**src/rtl/interrupt_sequencer_pkg.sv**
```systemverilog
// interrupt_sequencer_pkg: shared states and opcodes for the interrupt entry sequencer
package interrupt_sequencer_pkg;
  typedef enum logic [2:0] {
    S_IDLE,
    S_DRAIN,
    S_PUSH_HI,
    S_PUSH_LO,
    S_VECTOR
  } state_e;
  localparam logic [15:0] OP_NOP = 16'h0000;
  localparam logic [15:0] OP_INT_PUSH = {5'b11110, 11'b0};
  localparam logic [31:0] DEFAULT_VECTOR_ADDR = 32'h0000_0000;
endpackage

```
**src/rtl/interrupt_sequencer_edge_detect.sv**
```systemverilog
// int_edge_detect: rising-edge detector armed only after the level has been seen low out of reset
module int_edge_detect (
  input  logic clk,
  input  logic reset,
  input  logic level_i,
  output logic rise_o
);
  logic low_q;
  always_ff @(posedge clk or posedge reset)
    if (reset) low_q <= 1'b0;
    else low_q <= ~level_i;
  assign rise_o = level_i & low_q;
endmodule

```
**src/rtl/interrupt_sequencer.sv**
```systemverilog
// interrupt_sequencer: drains the pipeline, pushes the resume PC and vectors fetch on interrupt entry
module interrupt_sequencer
  import interrupt_sequencer_pkg::*;
#(
  parameter int unsigned DRAIN_CYCLES = 3,
  parameter logic [31:0] VECTOR_ADDR = DEFAULT_VECTOR_ADDR
) (
  input  logic        clk,
  input  logic        reset,
  input  logic        interrupt,
  input  logic [31:0] pc,
  input  logic        branch_pending,
  input  logic [31:0] branch_addr,
  input  logic [3:0]  ccr,
  input  logic        rti_commit,
  output logic        stall_fetch,
  output logic        inject_valid,
  output logic [15:0] inject_instr,
  output logic [15:0] push_data,
  output logic        pc_load,
  output logic [31:0] pc_load_addr,
  output logic [3:0]  saved_ccr,
  output logic        restore_ccr,
  output logic        busy
);
  localparam int CW = DRAIN_CYCLES > 1 ? $clog2(DRAIN_CYCLES) : 1;
  state_e state_q, state_d;
  logic pending_q, pending_d;
  logic [CW-1:0] cnt_q, cnt_d;
  logic [31:0] resume_q, resume_d;
  logic [3:0] ccr_q, ccr_d;
  logic restore_q;
  logic rise;
  int_edge_detect u_edge (
    .clk     (clk),
    .reset   (reset),
    .level_i (interrupt),
    .rise_o  (rise)
  );
  always_ff @(posedge clk or posedge reset)
    if (reset) begin
      state_q   <= S_IDLE;
      pending_q <= 1'b0;
      cnt_q     <= '0;
      resume_q  <= '0;
      ccr_q     <= '0;
      restore_q <= 1'b0;
    end else begin
      state_q   <= state_d;
      pending_q <= pending_d;
      cnt_q     <= cnt_d;
      resume_q  <= resume_d;
      ccr_q     <= ccr_d;
      restore_q <= rti_commit && state_q == S_IDLE;
    end
  // An RTI in the same cycle defers entry so the flag restore lands first.
  always_comb begin
    state_d      = state_q;
    pending_d    = pending_q | rise;
    cnt_d        = cnt_q;
    resume_d     = resume_q;
    ccr_d        = ccr_q;
    stall_fetch  = 1'b0;
    inject_valid = 1'b0;
    inject_instr = OP_NOP;
    push_data    = '0;
    pc_load      = 1'b0;
    pc_load_addr = '0;
    case (state_q)
      S_IDLE:
        if ((pending_q | rise) && !branch_pending && !rti_commit) begin
          state_d   = S_DRAIN;
          pending_d = 1'b0;
          cnt_d     = CW'(DRAIN_CYCLES - 1);
          resume_d  = pc;
          ccr_d     = ccr;
        end
      S_DRAIN: begin
        stall_fetch  = 1'b1;
        inject_valid = 1'b1;
        cnt_d        = cnt_q == '0 ? '0 : cnt_q - 1'b1;
        resume_d     = branch_pending ? branch_addr : resume_q;
        state_d      = cnt_q == '0 ? S_PUSH_HI : S_DRAIN;
      end
      S_PUSH_HI: begin
        stall_fetch  = 1'b1;
        inject_valid = 1'b1;
        inject_instr = OP_INT_PUSH;
        push_data    = resume_q[31:16];
        state_d      = S_PUSH_LO;
      end
      S_PUSH_LO: begin
        stall_fetch  = 1'b1;
        inject_valid = 1'b1;
        inject_instr = OP_INT_PUSH;
        push_data    = resume_q[15:0];
        state_d      = S_VECTOR;
      end
      S_VECTOR: begin
        pc_load      = 1'b1;
        pc_load_addr = VECTOR_ADDR;
        state_d      = S_IDLE;
      end
      default: state_d = S_IDLE;
    endcase
  end
  assign saved_ccr   = ccr_q;
  assign restore_ccr = restore_q;
  assign busy        = state_q != S_IDLE;
endmodule

```
**config.mk**
```make
export PLATFORM = sky130hd
export DESIGN_NAME = interrupt_sequencer
export DESIGN_NICKNAME = d
export VERILOG_FILES = /design/src/rtl/interrupt_sequencer_pkg.sv /design/src/rtl/interrupt_sequencer_edge_detect.sv /design/src/rtl/interrupt_sequencer.sv
export SDC_FILE = /design/constraint.sdc
export NUM_CORES = 1
export LEC_CHECK = 0
export ABC_AREA = 0
export CAP_MARGIN = 20
export CORE_MARGIN = 2
export CORE_UTILIZATION = 35
export DETAILED_ROUTE_END_ITERATION = 12
export DONT_BUFFER_PORTS = 1
export MAX_ROUTING_LAYER = met4
export PLACE_DENSITY = 0.47
export SYNTH_ARGS = -nofsm -noshare
export SYNTH_HDL_FRONTEND = slang
export SYNTH_SLANG_ARGS = --single-unit
```
**constraint.sdc**
```tcl
create_clock -name clk -period 4.9 [get_ports clk]
set_clock_uncertainty 0.15 [all_clocks]
set_input_delay 0.735 -clock clk [delete_from_list [all_inputs] [get_ports clk]]
set_output_delay 0.735 -clock clk [all_outputs]
set_load 0.03 [all_outputs]
```
Yosys cells after proc, flatten, opt, wreduce, memory -nomap -nowiden
Index checks and enable logic that the tools add are counted.
{ "word_totals": {"regBits": 44, "input_bits": 73, "output_inout_bits": 73, "wordCells": 46} }
{ "classes": {"add_sub_neg": 1, "eq_ne": 6, "muxes": 15, "bitwise": 3, "n_reduce_logical": 14} }
{ "op_table": {"columns": ["cell", "count"], "rows": [
  ["two-way mux 32 bit", 2],
  ["one-hot mux 32 bit (2 select lines)", 1],
  ["one-hot mux 16 bit (2 select lines)", 1],
  ["two-way mux 16 bit", 1],
  ["one-hot mux 3 bit (4 select lines)", 1],
  ["equality test 3 x 2 -> 1 bit, second input constant", 2],
  ["two-way mux 2 bit", 3],
  ["two-way mux 1 bit", 4],
  ["one-hot mux 2 bit (2 select lines)", 1],
  ["AND reduction 2 bit", 2],
  ["equality test 3 x 1 -> 1 bit, second input constant", 1],
  ["equality test 3 bit, second input constant", 1],
  ["logical AND 1 bit", 3],
  ["zero test 3 bit", 1],
  ["two-way mux 3 bit", 1],
  ["AND reduction 3 bit", 1],
  ["nonzero test 3 bit", 1],
  ["OR reduction 3 bit", 1],
  ["zero test 1 bit", 2],
  ["zero test 2 bit", 1],
  ["inequality test 2 x 1 -> 1 bit, second input constant", 1],
  ["inequality test 2 bit, second input constant", 1],
  ["nonzero test 2 bit", 1],
  ["OR reduction 2 bit", 1],
  ["other kinds (4)", 4]
]} }

Longest topological paths before layout
Gate-level depths: netlist of run 1.
{ "logic_depth": {"ltp_word": 6, "mapped_depth": 6, "mapped_depth_nobuf": 3} }

Cells and area by module
From an unflattened synthesis of run 1, not the netlist that was laid out.
{ "hier_totals": {"hier_cells": 246, "hier_area_um2": 2601.2} }
{ "by_module_without_submodules": {"columns": ["mod", "n_inst", "cells_per_inst", "area_each_um2", "seq_area_each_um2"], "rows": [
  ["interrupt_sequencer", 1, 242, 2562.5, 1076.0],
  ["int_edge_detect", 1, 4, 38.8, 25.0]
]} }

Least setup slack after synthesis of run 1
Ideal clock, no wire load.
{ "synth_path": {"kind": "register -> output", "startpoint": "reg state_q[0]", "endpoint": "out push_data[13]", "arrival_time_ns": 1.607, "required_ns": 4.015, "setup_slack_ns": 2.408, "path_stages_with_launch": 5, "path_buffers": 2, "cell_sequence": "dfrtp_1 buf_1 buf_2 mux2i_1 nor2_1"} }
{ "synth_between": {"elab_chain_len": 2, "elab_cells_between_ends": 3, "classes_between": "2 x eq/ne; 1 x mux"} }
{ "synth_lines": {"columns": ["item", "line", "source"], "rows": [
  ["start: declaration", "interrupt_sequencer.sv:27", "state_e state_q, state_d;"],
  ["start signal: assignment", "interrupt_sequencer.sv:49", "state_q <= state_d;"],
  ["equality test 3 x 2 -> 1 bit", "interrupt_sequencer.sv:69", "case (state_q)"],
  ["one-hot mux 16 bit (2 select lines) (*)", "interrupt_sequencer.sv:69", null],
  ["end: declaration", "interrupt_sequencer.sv:19", "output logic [15:0] push_data,"]
]} }
Every way passes the cells marked *; elsewhere a longest branch is shown, timed or not.

Worst setup path in the final report of run 1
{ "layout_path": {"startpoint": "reg state_q[2]", "endpoint": "out inject_instr[12]"} }
{ "layout_between": {"elab_chain_len": 3, "elab_cells_between_ends": 4, "classes_between": "2 x eq/ne; 1 x mux; 1 x reduce/logical"} }
{ "layout_lines": {"columns": ["item", "line", "source"], "rows": [
  ["equality test 3 x 2 -> 1 bit", "interrupt_sequencer.sv:69", null],
  ["OR reduction 2 bit (no line) (*)", null, null],
  ["two-way mux 16 bit (*)", "interrupt_sequencer.sv:69", null],
  ["end: declaration", "interrupt_sequencer.sv:18", "output logic [15:0] inject_instr,"]
]} }
Marks and branches as above.

==> impl_metrics.py, run 1 <==
metrics = {
    "power_and_ir_drop": {
        "finalPower_mw": 1.74,
        "powerDensity_nw_per_um2": 686,
        "ir_drop_mv": 0.170,
        "p_leak_nw": 1.05,
    },
    "clock_network": {
        "cts.sinks": 44,
        "cts-root-buf": "clkbuf_8",
        "cts_resized": 0,
        "htree_levels": 2,
        "post_cts_buffers": 0,
        "cts_buffer_depth": 2,
        "numCtsBuffers": 5,
        "clk_latency_ps": 290,
        "cts_hold_buf": 0,
        "cts_tree": "done",
        "path_clk_slew_ps": 80,
    },
    "finish": {
        "final_cell_mix": "conb_1, dfrtp_1, or2_2",
        "final_cell_area_um2": 2540,
        "nNetsFinal": 305,
        "area_growth_pct": -1.12,
        "drive_gt1_share_pct": 25.8,
        "diodes": 0,
    },
    "floorplan": {
        "die-area_um2": 8040,
        "start_util_pct": 35.8,
        "die_h_um": 89.7,
        "core_area_um2": 7180,
        "die_w_um": 89.7,
        "ioPinCount": 146,
        "placementRows": 31,
    },
    "critical_path": {
        "cp.arrival_ps": 2200,
        "path_class": "register to primary output",
        "startpoint_type": "register",
        "required_ps": 4010,
        "worstPathMaxFanout": 18,
        "cp-end-kind": "primary output",
        "r2r_slack_ps": 2390,
    },
    "yosys": {
        "synth_seq_cells": 44,
        "syn_avg_cell_area_um2": 10.7,
        "synth_area_um2": 2570,
        "seq_area_frac_synth_pct": 42.9,
        "yosysUniqueCellTypes": 30,
        "yosysWarnings": 0,
        "synthCells": 241,
    },
    "placement": {
        "gp_congestion": 0.747,
        "port_buffers": 0,
        "placed_area_um2": 2430,
        "dp.final_hpwl_um": 3820,
    },
    "timing": {
        "setup_violations": 0,
        "final-max-slew-violation-count": 0,
        "min_period_over_period_pct": 63.0,
        "fin_crit_ps": 3090,
        "slew-limit-headroom_pct": 26.6,
        "worst_pin_slew_ps": 1100,
        "fin_tns_setup_ps": 0,
        "rsz0062_at_grt": "false",
        "fmaxAchievable_ghz": 0.324,
        "hold_viol_final": 0,
    },
    "global_route": {
        "antenna_found_initial": 0,
        "grt_overflow": 0,
        "grt_first_pass_wirelength_um": 8050,
        "grt_max_degree": 45,
        "grt_usage_pct": 13.8,
        "grt_pass1_vias": 1536,
    },
    "run": {
        "cap_violations": 0,
    },
    "routing": {
        "drt-pass1-iter-count": 6,
        "drt_first_iter_violations": 80,
        "wl_per_cell_um": 16.8,
        "via_per_inst": 4.71,
        "wl_um": 5590,
        "antenna_left": 0,
        "vias": 1565,
        "drcViolationCount": 0,
    },
    "outcome": {
        "status": "finished clean",
    },
    "worst_hold_path": {
        "hp-class": "primary input to register",
    },
}
[critical path: stages, from the launching register on]
cell and delay (ps):
dfrtp_1 490, nand2b_1 520, inv_1 900
[layout make-up]
class                   instances  area [µm²]
clock buffers                   6        82.6
clock inverters                 2        10.0
fillers                       757        4640
inverters                       5        18.8
multi-input cells             172        1170
flip-flops and latches         44        1100
well taps                      99         124
repair buffers                  4        37.5
[flip-flops by register name, summed over array words and instances (netlist names)]
signal,cells
resume_q,32
restore_ccr,1
u_edge.low_q,1
cnt_q,2
pending_q,1
saved_ccr,4
state_q,3
[cells in the mapped netlist, drive strengths merged]
master	n	area share [%]
a21oi	2	0.39
a31oi	1	0.24
and2	1	0.24
buf	59	17
clkbuf	4	0.58
conb	1	0.15
dfrtp	44	43
inv	5	0.73
mux2	4	1.8
mux2i	16	6.2
nand2	3	0.44
nand2b	1	0.24
nand3	2	0.39
nand4bb	1	0.44
nor2	21	3.1
nor2b	2	0.49
nor3	1	0.19
o211ai	1	0.29
o21ai	2	0.39
o221a	32	14
o31ai	1	0.49
o41ai	1	0.34
or2	33	8.0
or3	3	0.93
[stage by stage]
step	instances	hold WS, ps	utilization, %	setup slack (ps)
global placement	323	383	33.9	1940
detailed placement	323	390	33.9	1910
finish	332	343	35.4	1810
global route	332	326	35.4	1620
CTS	331	329	35.2	1580
floorplan	284	354	-	2410
[cell families (layout without fill, tap and decap cells)]
kind of cell	Yosys count	count (layout)	synth area share [%]
other	1	44	0.146
DFF	44	44	42.9
AOI/OAI and AO/OA	40	40	16.2
buffers and inverters	68	17	18.4
muxes	20	20	7.99
and+or+nand+nor	68	68	14.5
[path summary, 6_finish.rpt]
path / startpoint / endpoint / cells past startpoint
max: state_q[2] / inject_instr[12] / 2
min: interrupt / u_edge.low_q / 1
max reg2reg: state_q[0] / resume_q[1] / 5
min reg2reg: resume_q[22] / resume_q[22] / 1
max in group asynchronous: reset / state_q[2] / 1
min in group asynchronous: reset / resume_q[8] / 1
[where the power goes]
part	switching [mW]	internal (mW)	leakage [nW]
Combinational	0.503	0.303	0.507
Sequential	0.168	0.534	0.497
Clock	0.122	0.113	0.0510
[layer usage]
layer / vias up / global-route usage, % / wire [µm]
li1: 739 / - / -
met1: 744 / 18.8 / 2490
met2: 78 / 19.9 / 2630
met3: 4 / 4.66 / 419
met4: 0 / 2.85 / 47
met5: - / - / 0
No activity file was read; power rests on OpenSTA's default activity.
==> run 2, diff against run 1 <==
--- a/config.mk
+++ b/config.mk
@@ -12,7 +12,7 @@
 export DETAILED_ROUTE_END_ITERATION = 12
 export DONT_BUFFER_PORTS = 1
 export MAX_ROUTING_LAYER = met4
-export PLACE_DENSITY = 0.47
+export PLACE_DENSITY = 0.49
 export SYNTH_ARGS = -nofsm -noshare
 export SYNTH_HDL_FRONTEND = slang
 export SYNTH_SLANG_ARGS = --single-unit
==> constraint.sdc (replaced) <==
create_clock -name clk -period 2.7 [get_ports clk]
set_clock_uncertainty 0.15 [all_clocks]
set_input_delay 0.405 -clock clk [delete_from_list [all_inputs] [get_ports clk]]
set_output_delay 0.405 -clock clk [all_outputs]
set_load 0.03 [all_outputs]
==> run 2 against run 1 <==
  * Sequential share of layout area down 3.4 points
  * Sequential power increased by 75%
  * Non-clock buffer count grew 23
  * Global-route usage fell by 0.067 points
  * Power grew 99%
  * Wire length is 1.4% lower
  * Flip-flop and latch count did not move
  * Combinational power rose by 110%
  * Clock-buffer cell count increased by 1
  * Hold slack got worse by 330 ps
  * Largest cell class unchanged
  * Largest power group unchanged
==> impl_metrics.py, run 2 (synthesis gave the netlist of run 1 again) <==
metrics = {
    "outcome": {
        "status": "finished clean",
    },
    "floorplan": {
        "die-area_um2": 8040,
        "core_area_um2": 7180,
        "start_util_pct": 35.8,
        "ioPinCount": 146,
        "die_h_um": 89.7,
        "die_w_um": 89.7,
        "placementRows": 31,
    },
    "global_route": {
        "grt_max_degree": 45,
        "grtUsageMet3_pct": 3.47,
        "grt_overflow": 0,
        "grt_most_used_layer": "met2",
        "grt_usage_pct": 13.7,
        "use_met2_pct": 21.5,
        "use_met1_pct": 17.7,
        "grt_first_pass_wirelength_um": 8140,
        "grt_pass1_vias": 1561,
        "antenna_found_initial": 0,
    },
    "critical_path": {
        "startpoint_type": "register",
        "crit_chain": "nand2b_1 > buf_4 > inv_1 > buf_4",
        "path_buf_inv": 3,
        "worstSetupPathDepth": 4,
        "startpoint": "state_q[2]",
        "cp.arrival_ps": 1590,
        "path_class": "register to primary output",
        "cp_common_cell": "buf_4",
        "slowest_stage": "dfrtp_1",
        "r2r_end": "resume_q[28]",
        "required_ps": 2140,
        "cp-end-kind": "primary output",
        "r2r-start": "state_q[2]",
        "crit_family": "buffers and inverters",
        "cp-endpoint": "inject_instr[12]",
        "r2r_slack_ps": 570,
        "worstPathMaxFanout": 18,
        "max_stage_delay_ps": 490,
        "reg2regPathDepth": 4,
    },
    "routing": {
        "wl_um": 5510,
        "vias": 1680,
        "drt_first_iter_violations": 48,
        "drt-pass1-iter-count": 4,
        "via_per_inst": 4.73,
        "antenna_left": 0,
        "drcViolationCount": 0,
        "wl_per_cell_um": 15.5,
    },
    "placement": {
        "placed_area_um2": 2600,
        "port_buffers": 0,
        "gp_congestion": 0.683,
        "dp.final_hpwl_um": 3840,
    },
    "clock_network": {
        "cts_tree": "done",
        "cts_buffer_depth": 2,
        "cts.sinks": 44,
        "cts-root-buf": "clkbuf_8",
        "clk_latency_ps": 290,
        "path_clk_slew_ps": 80,
        "numCtsBuffers": 5,
        "htree_levels": 2,
        "cts_resized": 0,
    },
    "worst_hold_path": {
        "hp-class": "primary input to register",
        "hold_depth": 1,
    },
    "power_and_ir_drop": {
        "pwr-share-clk_pct": 15.7,
        "p_int_mw": 2.01,
        "p_seq_share_pct": 35.5,
        "powerDensity_nw_per_um2": 1260,
        "swShare_pct": 42.1,
        "finalPower_mw": 3.47,
        "p_leak_nw": 1.19,
        "combPwrFrac_pct": 48.7,
        "ir_drop_mv": 0.441,
        "p_sw_mw": 1.46,
    },
    "timing": {
        "setup_violations": 0,
        "rsz0062_at_grt": "false",
        "fin_tns_setup_ps": 0,
        "whs_ps": 12.1,
        "hold_viol_final": 0,
        "min_period_over_period_pct": 79.4,
        "fin_crit_ps": 2140,
        "final-max-slew-violation-count": 0,
        "fmaxAchievable_ghz": 0.466,
    },
    "finish": {
        "final_cell_mix": "conb_1, dfrtp_1, or2_2",
        "final_cell_area_um2": 2750,
        "diodes": 0,
        "drive_gt1_share_pct": 32.0,
        "area_growth_pct": 7.21,
        "nNetsFinal": 328,
        "top_register": "resume_q",
        "largest_reg_flops": 32,
    },
    "run": {
        "cap_violations": 0,
    },
}
-- run 2: routing by layer --
| layer | wire (µm) | share of wire (%) |
|---|---|---|
| met5 | 0 | 0 |
| met4 | 65 | 1.2 |
| met3 | 426 | 7.7 |
| met2 | 2680 | 49 |
| met1 | 2340 | 43 |
-- run 2: worst min-delay path by stage --
stage / start / endpoint
6_report: interrupt / u_edge.low_q
3_5_place_dp: interrupt / u_edge.low_q
5_1_grt: interrupt / u_edge.low_q
2_1_floorplan: interrupt / u_edge.low_q
4_1_cts: interrupt / u_edge.low_q
3_3_place_gp: interrupt / u_edge.low_q
-- run 2: timing repair --
action | in CTS | in global routing
hold endpoints to repair | 0 | 44
hold buffers | 0 | 1
setup buffers | 0 | 0
-- run 2: through the flow --
step / setup WS [ps] / utilization, % / instances
3_3_place_gp: 611 / 36.2 / 345
6_report: 555 / 38.4 / 355
3_5_place_dp: 577 / 36.2 / 345
4_1_cts: 544 / 38.0 / 353
2_1_floorplan: 538 / - / 284
5_1_grt: 463 / 38.4 / 355
-- run 2: power groups by stage --
| stage | combinational (mW) | clock, mW | sequential [mW] |
|---|---|---|---|
| after detailed placement | 1.71 | 0 | 1.25 |
| after global routing | 1.85 | 0.597 | 1.27 |
| final | 1.69 | 0.546 | 1.23 |
| after CTS | 1.72 | 0.568 | 1.24 |
| after global placement | 1.69 | 0 | 1.25 |
| after floorplan | 1.43 | 0 | 1.19 |
-- run 2: cell type report --
| cell class | instances | area, µm² |
|---|---|---|
| tap | 99 | 124 |
| clock inverter | 1 | 30.0 |
| sequential | 44 | 1100 |
| multi-input combinational | 172 | 1170 |
| timing repair buffer | 27 | 218 |
| clock buffer | 7 | 96.3 |
| inverter | 5 | 18.8 |
| fill | 733 | 4420 |
-- run 2: worst reg2reg max path, cell delays in order (launching register included) --
cell,delay [ps]
dfrtp_1,490
or3_4,520
or3_1,350
buf_4,220
o221a_2,300
